<file path="config.mk">
export PLATFORM = sky130hd
export DESIGN_NAME = pipe_loader
export DESIGN_NICKNAME = d
export VERILOG_FILES = /design/src/rtl/loader_pkg.sv /design/src/rtl/word_assembler.sv /design/src/rtl/pipe_loader.sv
export SDC_FILE = /design/constraint.sdc
export NUM_CORES = 1
export LEC_CHECK = 0
export CAP_MARGIN = 20
export CORE_MARGIN = 10
export CORE_UTILIZATION = 55
export CTS_CLUSTER_DIAMETER = 150
export DETAILED_ROUTE_END_ITERATION = 6
export PLACE_DENSITY = 0.94
export SLEW_MARGIN = 10
export SYNTH_ARGS = -nofsm -noshare
export SYNTH_HDL_FRONTEND = slang
export SYNTH_SLANG_ARGS = --single-unit
</file>
<file path="constraint.sdc">
create_clock -name clk -period 4.2 [get_ports clk]
set_input_delay 0.84 -clock clk [delete_from_list [all_inputs] [get_ports clk]]
set_output_delay 0.84 -clock clk [all_outputs]
set_load 0.02 [all_outputs]
</file>
<file path="src/rtl/loader_pkg.sv">
// Shared definitions for the pipeline front-end loader.
//   state_t           : FSM state encoding, also driven out on o_state
//   CMD_*             : command bytes recognised on the receive stream
//   HALT_WORD_DEFAULT : end-of-program marker word
package loader_pkg;

  typedef enum logic [2:0] {
    ST_IDLE   = 3'd0,
    ST_LOAD   = 3'd1,
    ST_RUN    = 3'd2,
    ST_STEP   = 3'd3,
    ST_HALTED = 3'd4
  } state_t;

  localparam logic [7:0] CMD_LOAD = 8'h4C;  // 'L'
  localparam logic [7:0] CMD_RUN  = 8'h52;  // 'R'
  localparam logic [7:0] CMD_STEP = 8'h53;  // 'S'
  localparam logic [7:0] CMD_NEXT = 8'h4E;  // 'N'

  localparam logic [31:0] HALT_WORD_DEFAULT = 32'hFFFF_FFFF;

endpackage

</file>
<file path="src/rtl/word_assembler.sv">
// Packs a little-endian byte stream into NBITS-wide words.
//   clk, rst   : clock, synchronous active-low reset
//   clear      : drop any partial word and restart at byte 0
//   shift_en   : rx_data is a payload byte this cycle
//   rx_data    : payload byte
//   word_done  : combinational strobe, this byte completes a word
//   word_next  : the word including this cycle's byte (full word when word_done)
// word_done/word_next are combinational so the caller can register the
// memory write on the very edge that accepts the last byte.
module word_assembler #(
  parameter int NBITS = 32
) (
  input  logic             clk,
  input  logic             rst,
  input  logic             clear,
  input  logic             shift_en,
  input  logic [7:0]       rx_data,
  output logic             word_done,
  output logic [NBITS-1:0] word_next
);

  localparam int NBYTES = NBITS / 8;
  localparam int CW     = (NBYTES > 1) ? $clog2(NBYTES) : 1;
  localparam logic [CW-1:0] LAST_BYTE = CW'(NBYTES - 1);

  logic [CW-1:0]    byte_cnt;
  // Only the bytes received so far need storing; the newest byte arrives
  // on rx_data and lands in the top of word_next.
  logic [NBITS-9:0] shreg;

  assign word_next = {rx_data, shreg};
  assign word_done = shift_en && (byte_cnt == LAST_BYTE);

  always_ff @(posedge clk) begin
    if (!rst) begin
      byte_cnt <= '0;
      shreg    <= '0;
    end else if (clear) begin
      byte_cnt <= '0;
      shreg    <= '0;
    end else if (shift_en) begin
      shreg    <= word_next[NBITS-1:8];
      byte_cnt <= (byte_cnt == LAST_BYTE) ? '0 : byte_cnt + CW'(1);
    end
  end

endmodule

</file>
<file path="src/rtl/pipe_loader.sv">
// Front-end controller for datapath_pipe: loads instruction memory from a
// UART byte stream, then holds / runs / single-steps the pipeline.
//   clk, rst     : clock, synchronous active-low reset
//   i_rx_data    : received byte, qualified by i_rx_valid (1-cycle strobe)
//   i_halt       : pipeline has retired a halt instruction (level)
//   o_imem_*     : instruction-memory write port (we, word address, data)
//   o_pipe_rst   : active-high pipeline reset (high in IDLE and LOAD)
//   o_pipe_en    : pipeline clock enable
//   o_load_done  : one-cycle pulse with the final write of a load
//   o_overflow   : sticky, program filled the memory without a halt word
//   o_state      : current FSM state (loader_pkg::state_t encoding)
// Every output is registered; a byte seen in cycle N acts in cycle N+1.
module pipe_loader
  import loader_pkg::*;
#(
  parameter int                MEM_SIZE  = 6,
  parameter int                NBITS     = 32,
  parameter logic [NBITS-1:0] HALT_WORD = NBITS'(HALT_WORD_DEFAULT)
) (
  input  logic                clk,
  input  logic                rst,
  input  logic [7:0]          i_rx_data,
  input  logic                i_rx_valid,
  input  logic                i_halt,
  output logic                o_imem_we,
  output logic [MEM_SIZE-1:0] o_imem_addr,
  output logic [NBITS-1:0]    o_imem_data,
  output logic                o_pipe_rst,
  output logic                o_pipe_en,
  output logic                o_load_done,
  output logic                o_overflow,
  output logic [2:0]          o_state
);

  localparam logic [MEM_SIZE-1:0] LAST_ADDR = '1;

  state_t           state;
  logic             load_cmd;
  logic             shift_en;
  logic             word_done;
  logic [NBITS-1:0] word_next;

  // 'L' is honoured from IDLE and HALTED; it also restarts the assembler.
  assign load_cmd = i_rx_valid && (i_rx_data == CMD_LOAD) &&
                    ((state == ST_IDLE) || (state == ST_HALTED));
  assign shift_en = i_rx_valid && (state == ST_LOAD);
  assign o_state  = state;

  word_assembler #(.NBITS(NBITS)) u_asm (
    .clk       (clk),
    .rst       (rst),
    .clear     (load_cmd),
    .shift_en  (shift_en),
    .rx_data   (i_rx_data),
    .word_done (word_done),
    .word_next (word_next)
  );

  always_ff @(posedge clk) begin
    if (!rst) begin
      state       <= ST_IDLE;
      o_imem_we   <= 1'b0;
      o_imem_addr <= '0;
      o_imem_data <= '0;
      o_pipe_rst  <= 1'b1;
      o_pipe_en   <= 1'b0;
      o_load_done <= 1'b0;
      o_overflow  <= 1'b0;
    end else begin
      o_imem_we   <= 1'b0;
      o_load_done <= 1'b0;
      o_pipe_en   <= 1'b0;
      case (state)
        ST_IDLE: begin
          o_pipe_rst <= 1'b1;
          if (load_cmd) begin
            state       <= ST_LOAD;
            o_imem_addr <= '0;
            o_overflow  <= 1'b0;
          end else if (i_rx_valid && (i_rx_data == CMD_RUN)) begin
            state      <= ST_RUN;
            o_pipe_rst <= 1'b0;
            o_pipe_en  <= 1'b1;
          end else if (i_rx_valid && (i_rx_data == CMD_STEP)) begin
            state      <= ST_STEP;
            o_pipe_rst <= 1'b0;
          end
        end
        ST_LOAD: begin
          o_pipe_rst <= 1'b1;
          // Address moves on after the write cycle so it is stable while
          // o_imem_we is high. A terminating write leaves LOAD at the same
          // edge, so it never increments here.
          if (o_imem_we) o_imem_addr <= o_imem_addr + MEM_SIZE'(1);
          if (word_done) begin
            o_imem_we   <= 1'b1;
            o_imem_data <= word_next;
            if (word_next == HALT_WORD) begin
              o_load_done <= 1'b1;
              state       <= ST_IDLE;
            end else if (o_imem_addr == LAST_ADDR) begin
              o_overflow  <= 1'b1;
              o_load_done <= 1'b1;
              state       <= ST_IDLE;
            end
          end
        end
        ST_RUN: begin
          o_pipe_rst <= 1'b0;
          if (i_halt) state <= ST_HALTED;
          else        o_pipe_en <= 1'b1;
        end
        ST_STEP: begin
          o_pipe_rst <= 1'b0;
          // Halt has priority over any command arriving in the same cycle.
          if (i_halt) begin
            state <= ST_HALTED;
          end else if (i_rx_valid && (i_rx_data == CMD_RUN)) begin
            state     <= ST_RUN;
            o_pipe_en <= 1'b1;
          end else if (i_rx_valid && (i_rx_data == CMD_NEXT)) begin
            o_pipe_en <= 1'b1;
          end
        end
        ST_HALTED: begin
          o_pipe_rst <= 1'b0;
          if (load_cmd) begin
            state       <= ST_LOAD;
            o_pipe_rst  <= 1'b1;
            o_imem_addr <= '0;
            o_overflow  <= 1'b0;
          end
        end
        default: begin
          state      <= ST_IDLE;
          o_pipe_rst <= 1'b1;
        end
      endcase
    end
  end

endmodule

</file>
==> results of run 1 <==
## path summary, 6_finish.rpt
kind	startpoint	to	slack [ns]	cells past startpoint
worst max-delay path	i_rx_data[7]	u_asm.shreg[15]$_SDFFE_PP0N_	1.46	7
worst min register to register	o_imem_data[28]$_SDFFE_PN0P_	o_imem_data[28]$_SDFFE_PN0P_	0.45	2
worst max register to register	o_state[0]$_SDFFE_PN0P_	o_imem_data[18]$_SDFFE_PN0P_	2.13	6
worst min-delay path	o_imem_data[28]$_SDFFE_PN0P_	o_imem_data[28]$_SDFFE_PN0P_	0.45	2
## routing by layer
metal / vias to the layer above / global-route usage, % / part of all wire [%] / wire, um
met5: - / 0 / 0 / 0
met4: 0 / 6.71 / 2.1 / 159
met3: 22 / 5.68 / 9.3 / 711
met2: 134 / 28.1 / 47 / 3600
met1: 1270 / 21.4 / 41 / 3170
li1: 1305 / - / - / -
## registers in the layout, summed over array words and instances, names as in the netlist
signal,flops
o_imem_data,32
u_asm.shreg,24
o_imem_addr,6
o_state,3
u_asm.byte_cnt,2
o_imem_we,1
o_load_done,1
o_overflow,1
o_pipe_en,1
o_pipe_rst,1
## final cells by class
| type | count | share of cell area, % |
|---|---|---|
| clock inverter | 5 | 2.11 |
| sequential | 72 | 38.0 |
| inverter | 3 | 0.297 |
| tap | 70 | 2.31 |
| clock buffer | 11 | 3.73 |
| timing repair buffer | 61 | 15.8 |
| multi-input combinational | 260 | 37.7 |
## cells in the final DEF (no fill, tap or decap), drive strengths merged, types with 2 or more instances in the layout
cell type and n:
ha 2, o41ai 2, nand4 10, dfxtp 72
a21boi 35, clkdlybuf4s50 57, o21ai 6, nand3 4
nor4 4, clkinvlp 2, buf 4, nand4bb 3
inv 3, a21oi 29, xor2 4, a32oi 2
and2 3, o2111ai 2, nor2b 2, bufinv 2
clkbuf 11, nor2 11, nand2 126, nor3 2
and3 2
## stage by stage
stage,hold slack [ns],setup WS [ns]
global placement,0.442,1.31
CTS,0.456,1.50
global route,0.471,1.30
floorplan,0.439,2.22
finish,0.453,1.46
detailed placement,0.447,1.16
## power by group
group / switching (uW) / total [uW] / internal [uW] / leakage (uW)
clock network: 254 / 604 / 350 / 0.000106
logic: 135 / 233 / 97.4 / 0.000543
registers: 35.7 / 740 / 705 / 0.000580
total: 425 / 1580 / 1150 / 0.00123
## logic make-up (layout without fill, tap and decap cells)
group / Yosys count / count (layout)
AND/OR/NAND/NOR: 174 / 174
AO/OA/AOI/OAI: 80 / 80
flip-flops: 72 / 72
buffers and inverters: 26 / 80
XOR/XNOR: 4 / 4
adder cells (fa/ha/maj): 2 / 2
## worst min-delay path: stages (launching register included)
cell and delay (ns):
dfxtp_1 0.31, nand2_1 0.05, a21boi_1 0.05
==> out/summary.txt, run 1 <==
NumNets Final = 421
Post-synth EDFFs = 0
Starting Density = 58.0%
CTS clk-pin slew, worst paths = 0.07 ns
Hold WC Path Type = register to register
Area Overhead vs Synth = 24.8%
Final Hold Vio Count = 0
Largest family of logic cells by synthesized area = simple AND/OR/NAND/NOR gates
Largest net degree at the start of global routing = 33
Ys async rst share = 0%
CP most frequent cell = nand2_1
Setup_tns = 0 ns
Synth area leader = dfxtp_1
Mapped cell area = 3040 um^2
Share of cells above drive strength 1 = 6.80%
Multiplexer area fraction after synthesis = 0%
Worst-path maximum fanout = 30
Clk_skew = 0.0104 ns
Fill count = 372
Period minus WS final = 2.74 ns
Hold_buf cts = 0
Post-Syn Nets = 372
Setup repair bufs after CTS = 0
Core ar. = 5240 um^2
Detailed-placement wirelength estimate = 5.23 mm
DIE AREA = 8890 um^2
Pwr/cell area = 416 nW/um^2
Post-route ant nets = 0
Pwr Total = 1580 uW
Die Wd = 94.3 um
Setup violations, final = 0
Top achievable clock speed = 0.364 GHz
CP cell instances = clkdlybuf4s50_1 -> nand4bb_1 -> nor3_1 -> nand2_1 -> nand2_1 -> buf_4 -> a21oi_1
Ant. Diodes = 0
CP bufs+invs = 2
Clk root buf = clkbuf_8
CP Class = input port to register
Peak supply drop = 344 uV
Final slew viol count = 0
Worst Path Arrival = 2.96 ns
IO buf count = 57
Total gr overflow = 0
Max Cap Violations = 0
DP Area = 3570 um^2
Residual DRC = 0
Routed len/inst = 15.8 um
Req. time, crit path = 4.42 ns
CP max-delay cell = nand4bb_1
Synth Area in Adders = 0.824%
First drt pass iteration count = 5
Most common cell in the netlist = nand2_1
Simple-gate share of the synthesized area = 27.3%
Final worst path period share = 65.3%
Post-CTS sizing = 0
Sequential-to-total area share from yosys stat = 47.5%
Yosys warns = 0
Synth top cells by count = 125 x nand2_1, 72 x dfxtp_1, 30 x a21boi_1
Placed insts = 466
Top-area cell type share of the netlist area = 47.5%
Tot GR Track Use = 17.6%
Vias/cell = 5.67
Max-slew headroom = 41.4%
Antenna violations before repair = 0
DRT iter0 DRCs = 323
Top cells by area, synth = dfxtp_1 47%, nand2_1 15%, a21boi_1 7.4%
CTS tree = yes
Number of H-tree levels = 3
Leakage = 0.00123 uW
Yosys reg bits = 72
Finished Cell Area = 3790 um^2
Insertion delay to the later sink of the worst-skew pair = 0.35 ns
Post-synthesis compound-gate area fraction = 17.8%
CP startpoint kind = input port
Avg Synthesized Cell Area = 8.48 um^2
Synth Area in XOR/XNOR = 1.15%
CP top delay family = simple AND/OR/NAND/NOR gates
CP endpoint kind = register
Finished Core Util = 72.4%
Ports = 58
Max Buffers Root-to-Sink = 2
Status = complete, no violations
Ys flop type = dfxtp_1
First-pass GRT wire length = 12.6 mm
Post-route insts no fill = 482
Final WL = 7.63 mm
Vias in the first global route = 2654
Area of the multi-input gates = 1430 um^2
Rows = 26
Routed vias = 2731
Worst slew pin tran = 0.878 ns
Max stage delay on crit path = 0.55 ns
Netlist cell types = 42
Die Ht = 94.3 um
Mapped Cells = 358
Register area = 1440 um^2
TritonCTS Buffers = 9
GPL Wtd Cong = 0.849
CTS Sinks = 72
RSZ-0062 raised after global routing = no
(Power assumes the default switching activity.)
==> run 2: changes to the inputs <==
- CORE_UTILIZATION: 55 -> 46
- PLACE_DENSITY: 0.94 -> 0.85
- clock period: 4.2 -> 2.2 ns (I/O delays scaled with it)
==> run 2 against run 1 <==
Effect of this change:
- via count shrank 2.7%
- clock power increased by 94%
- core utilization is 11 points lower
- non-clock buffer count rose by 11
- wire length is 1.7% higher
- sequential share of layout area fell by 1.2 points
- power increased by 94%
- setup slack lost 1.3 ns
- critical path depth down 6
- clock skew fell by 0.0017 ns
- critical endpoint is now o_state[2]
- count of clock-buffer cells in the layout is 1 higher
- first-iteration DRC count fell by 48%
- critical path type is now register to output pin
==> out/summary.txt, run 2 (synthesis results as in run 1) <==
Status = complete, no violations
Share of cells above drive strength 1 = 9.00% (+2.2 points)
R2R Path Start = o_state[0]$_SDFFE_PN0P_
Placed insts = 484 (+3.9%)
Worst R2R Path Depth = 5 (-1)
Post-CTS sizing = 0 (unchanged)
CTS Sinks = 72 (unchanged)
Max Cap Violations = 0 (unchanged)
Worst slew pin tran = 0.425 ns (-0.452 ns)
Antenna violations before repair = 0 (unchanged)
Tot GR Track Use = 15.5% (-2.1 points)
NumNets Final = 432 (+2.6%)
CP startpoint kind = register
Die Ht = 101 um (+7.4%)
Biggest register = o_imem_data
RSZ-0062 raised after global routing = no
Combinational share of power = 15.4% (+0.6 points)
Routed len/inst = 15.6 um (-1.8%)
Starting Density = 47.6% (-10 points)
FF-to-FF setup slack = 0.49 ns (-1.64 ns)
TritonCTS Buffers = 9 (unchanged)
CP Class = register to output pin
Worst-path maximum fanout = 11 (-63%)
Switch Pwr = 806 uW (+90%)
Area Overhead vs Synth = 29.0%
CP endpoint kind = output pin
CP cell instances = clkdlybuf4s50_1
Period minus WS final = 2.03 ns
Final Hold Vio Count = 0 (unchanged)
Clk_skew = 0.00871 ns (-0.00166 ns)
Die Wd = 101 um (+7.4%)
First-pass GRT wire length = 12.8 mm (+1.4%)
Setup violations, final = 0 (unchanged)
Worst setup path end = o_state[2]
Ports = 58 (unchanged)
Insertion delay to the later sink of the worst-skew pair = 0.35 ns (about the same)
Reg2reg end = o_imem_addr[5]$_SDFFE_PN0P_
Largest net degree at the start of global routing = 27 (-18%)
Ant. Diodes = 0 (unchanged)
DRT iter0 DRCs = 167 (-48%)
Worst Path Arrival = 1.59 ns (-1.37 ns)
Final slew viol count = 0 (unchanged)
GPL Wtd Cong = 0.820 (-3.4%)
Core ar. = 6390 um^2 (+22%)
Number of H-tree levels = 3 (unchanged)
CP bufs+invs = 1 (-1)
Setup repair bufs after CTS = 0 (unchanged)
Commonest cells after routing, fill and taps aside = 125 x nand2_1, 72 x dfxtp_1, 57 x clkdlybuf4s50_1
Post-route insts no fill = 499 (+3.5%)
Pwr/cell area = 779 nW/um^2 (+87%)
Top achievable clock speed = 0.493 GHz
Largest registers = o_imem_data: 32 flops, u_asm.shreg: 24 flops, o_imem_addr: 6 flops
Max stage delay on crit path = 0.68 ns (+0.13 ns)
Internal power = 2250 uW (+95%)
Most common cell after layout, fill and taps aside = nand2_1
Clk root buf = clkbuf_8
Vias/cell = 5.33 (-6.0%)
Req. time, crit path = 1.76 ns (-2.66 ns)
Finished Core Util = 61.4% (-11 points)
Final WL = 7.76 mm (+1.7%)
Reg power frac = 46.3% (-0.7 points)
Residual DRC = 0 (unchanged)
Post-route ant nets = 0 (unchanged)
Routed vias = 2658 (-2.7%)
First drt pass iteration count = 4 (-1)
Total gr overflow = 0 (unchanged)
Detailed-placement wirelength estimate = 5.55 mm (+6.1%)
Max-slew headroom = 71.3% (+30 points)
CP startpoint = o_state[2]$_SDFFE_PN0P_
CTS tree = yes
Clock network power share = 38.3% (about the same)
Max reg flops = 32 (unchanged)
Leakage = 0.00130 uW (+6.1%)
Vias in the first global route = 2629 (-0.94%)
Switching share of power = 26.4% (-0.55 points)
DIE AREA = 10300 um^2 (+15%)
Max Buffers Root-to-Sink = 2 (unchanged)
Hold_buf cts = 0 (unchanged)
Critical Path Stages = 1 (-6)
CTS clk-pin slew, worst paths = 0.08 ns (about the same)
CP max-delay cell = clkdlybuf4s50_1
Final worst path period share = 92.2%
CP top delay family = buffers and inverters
Rows = 29 (+12%)
Hold WC Path Type = register to register
IO buf count = 57 (unchanged)
Peak supply drop = 525 uV (+53%)
## run 2: how the worst min path moves through the flow
stage                                         from                              to  depth (start not counted)
floorplan           u_asm.byte_cnt[1]$_SDFFE_PP0N_  u_asm.byte_cnt[1]$_SDFFE_PP0N_                          2
global route          o_imem_data[21]$_SDFFE_PN0P_    o_imem_data[21]$_SDFFE_PN0P_                          2
detailed placement    o_imem_data[17]$_SDFFE_PN0P_    o_imem_data[17]$_SDFFE_PN0P_                          2
global placement      o_imem_data[20]$_SDFFE_PN0P_    o_imem_data[20]$_SDFFE_PN0P_                          2
CTS                   o_imem_data[14]$_SDFFE_PN0P_    o_imem_data[14]$_SDFFE_PN0P_                          2
finish                o_imem_data[14]$_SDFFE_PN0P_    o_imem_data[14]$_SDFFE_PN0P_                          2
## run 2: power groups by stage
| stage | Sequential (uW) | Combinational, uW | Clock, uW |
|---|---|---|---|
| 2_1_floorplan | 1450 | 295 | 0 |
| 5_1_grt | 1420 | 505 | 1230 |
| 6_report | 1410 | 470 | 1170 |
| 3_5_place_dp | 1440 | 466 | 0 |
| 4_1_cts | 1410 | 470 | 1180 |
| 3_3_place_gp | 1440 | 455 | 0 |
## run 2: metrics by stage
stage / power, uW / cell area, um^2 / hold WS, ns / TNS (ns) / setup slack (ns)
floorplan: 1740 / 3040 / 0.439 / 0 / 0.620
global placement: 1890 / 3700 / 0.442 / 0 / 0.0283
detailed placement: 1910 / 3700 / 0.448 / -0.0700 / -0.0421
CTS: 3060 / 3920 / 0.458 / 0 / 0.157
global route: 3160 / 3920 / 0.475 / 0 / 0.0949
finish: 3050 / 3920 / 0.451 / 0 / 0.171
## run 2: layer usage
metal	track usage, %	part of all wire (%)
met5	0	0
met4	6.75	1.1
met3	5.65	8.0
met2	24.1	46
met1	18.8	45
## run 2: worst min-delay path, stage by stage (launching register included)
cell and delay, ns:
dfxtp_1 0.31, nand2_1 0.05, a21boi_1 0.05
## run 2: cell type report
class | instances | area, um^2
fill | 534 | 2470
sequential | 72 | 1440
multi-input combinational | 260 | 1430
timing repair buffer | 72 | 721
clock buffer | 12 | 155
tap | 77 | 96.3
clock inverter | 3 | 65.1
inverter | 3 | 11.3
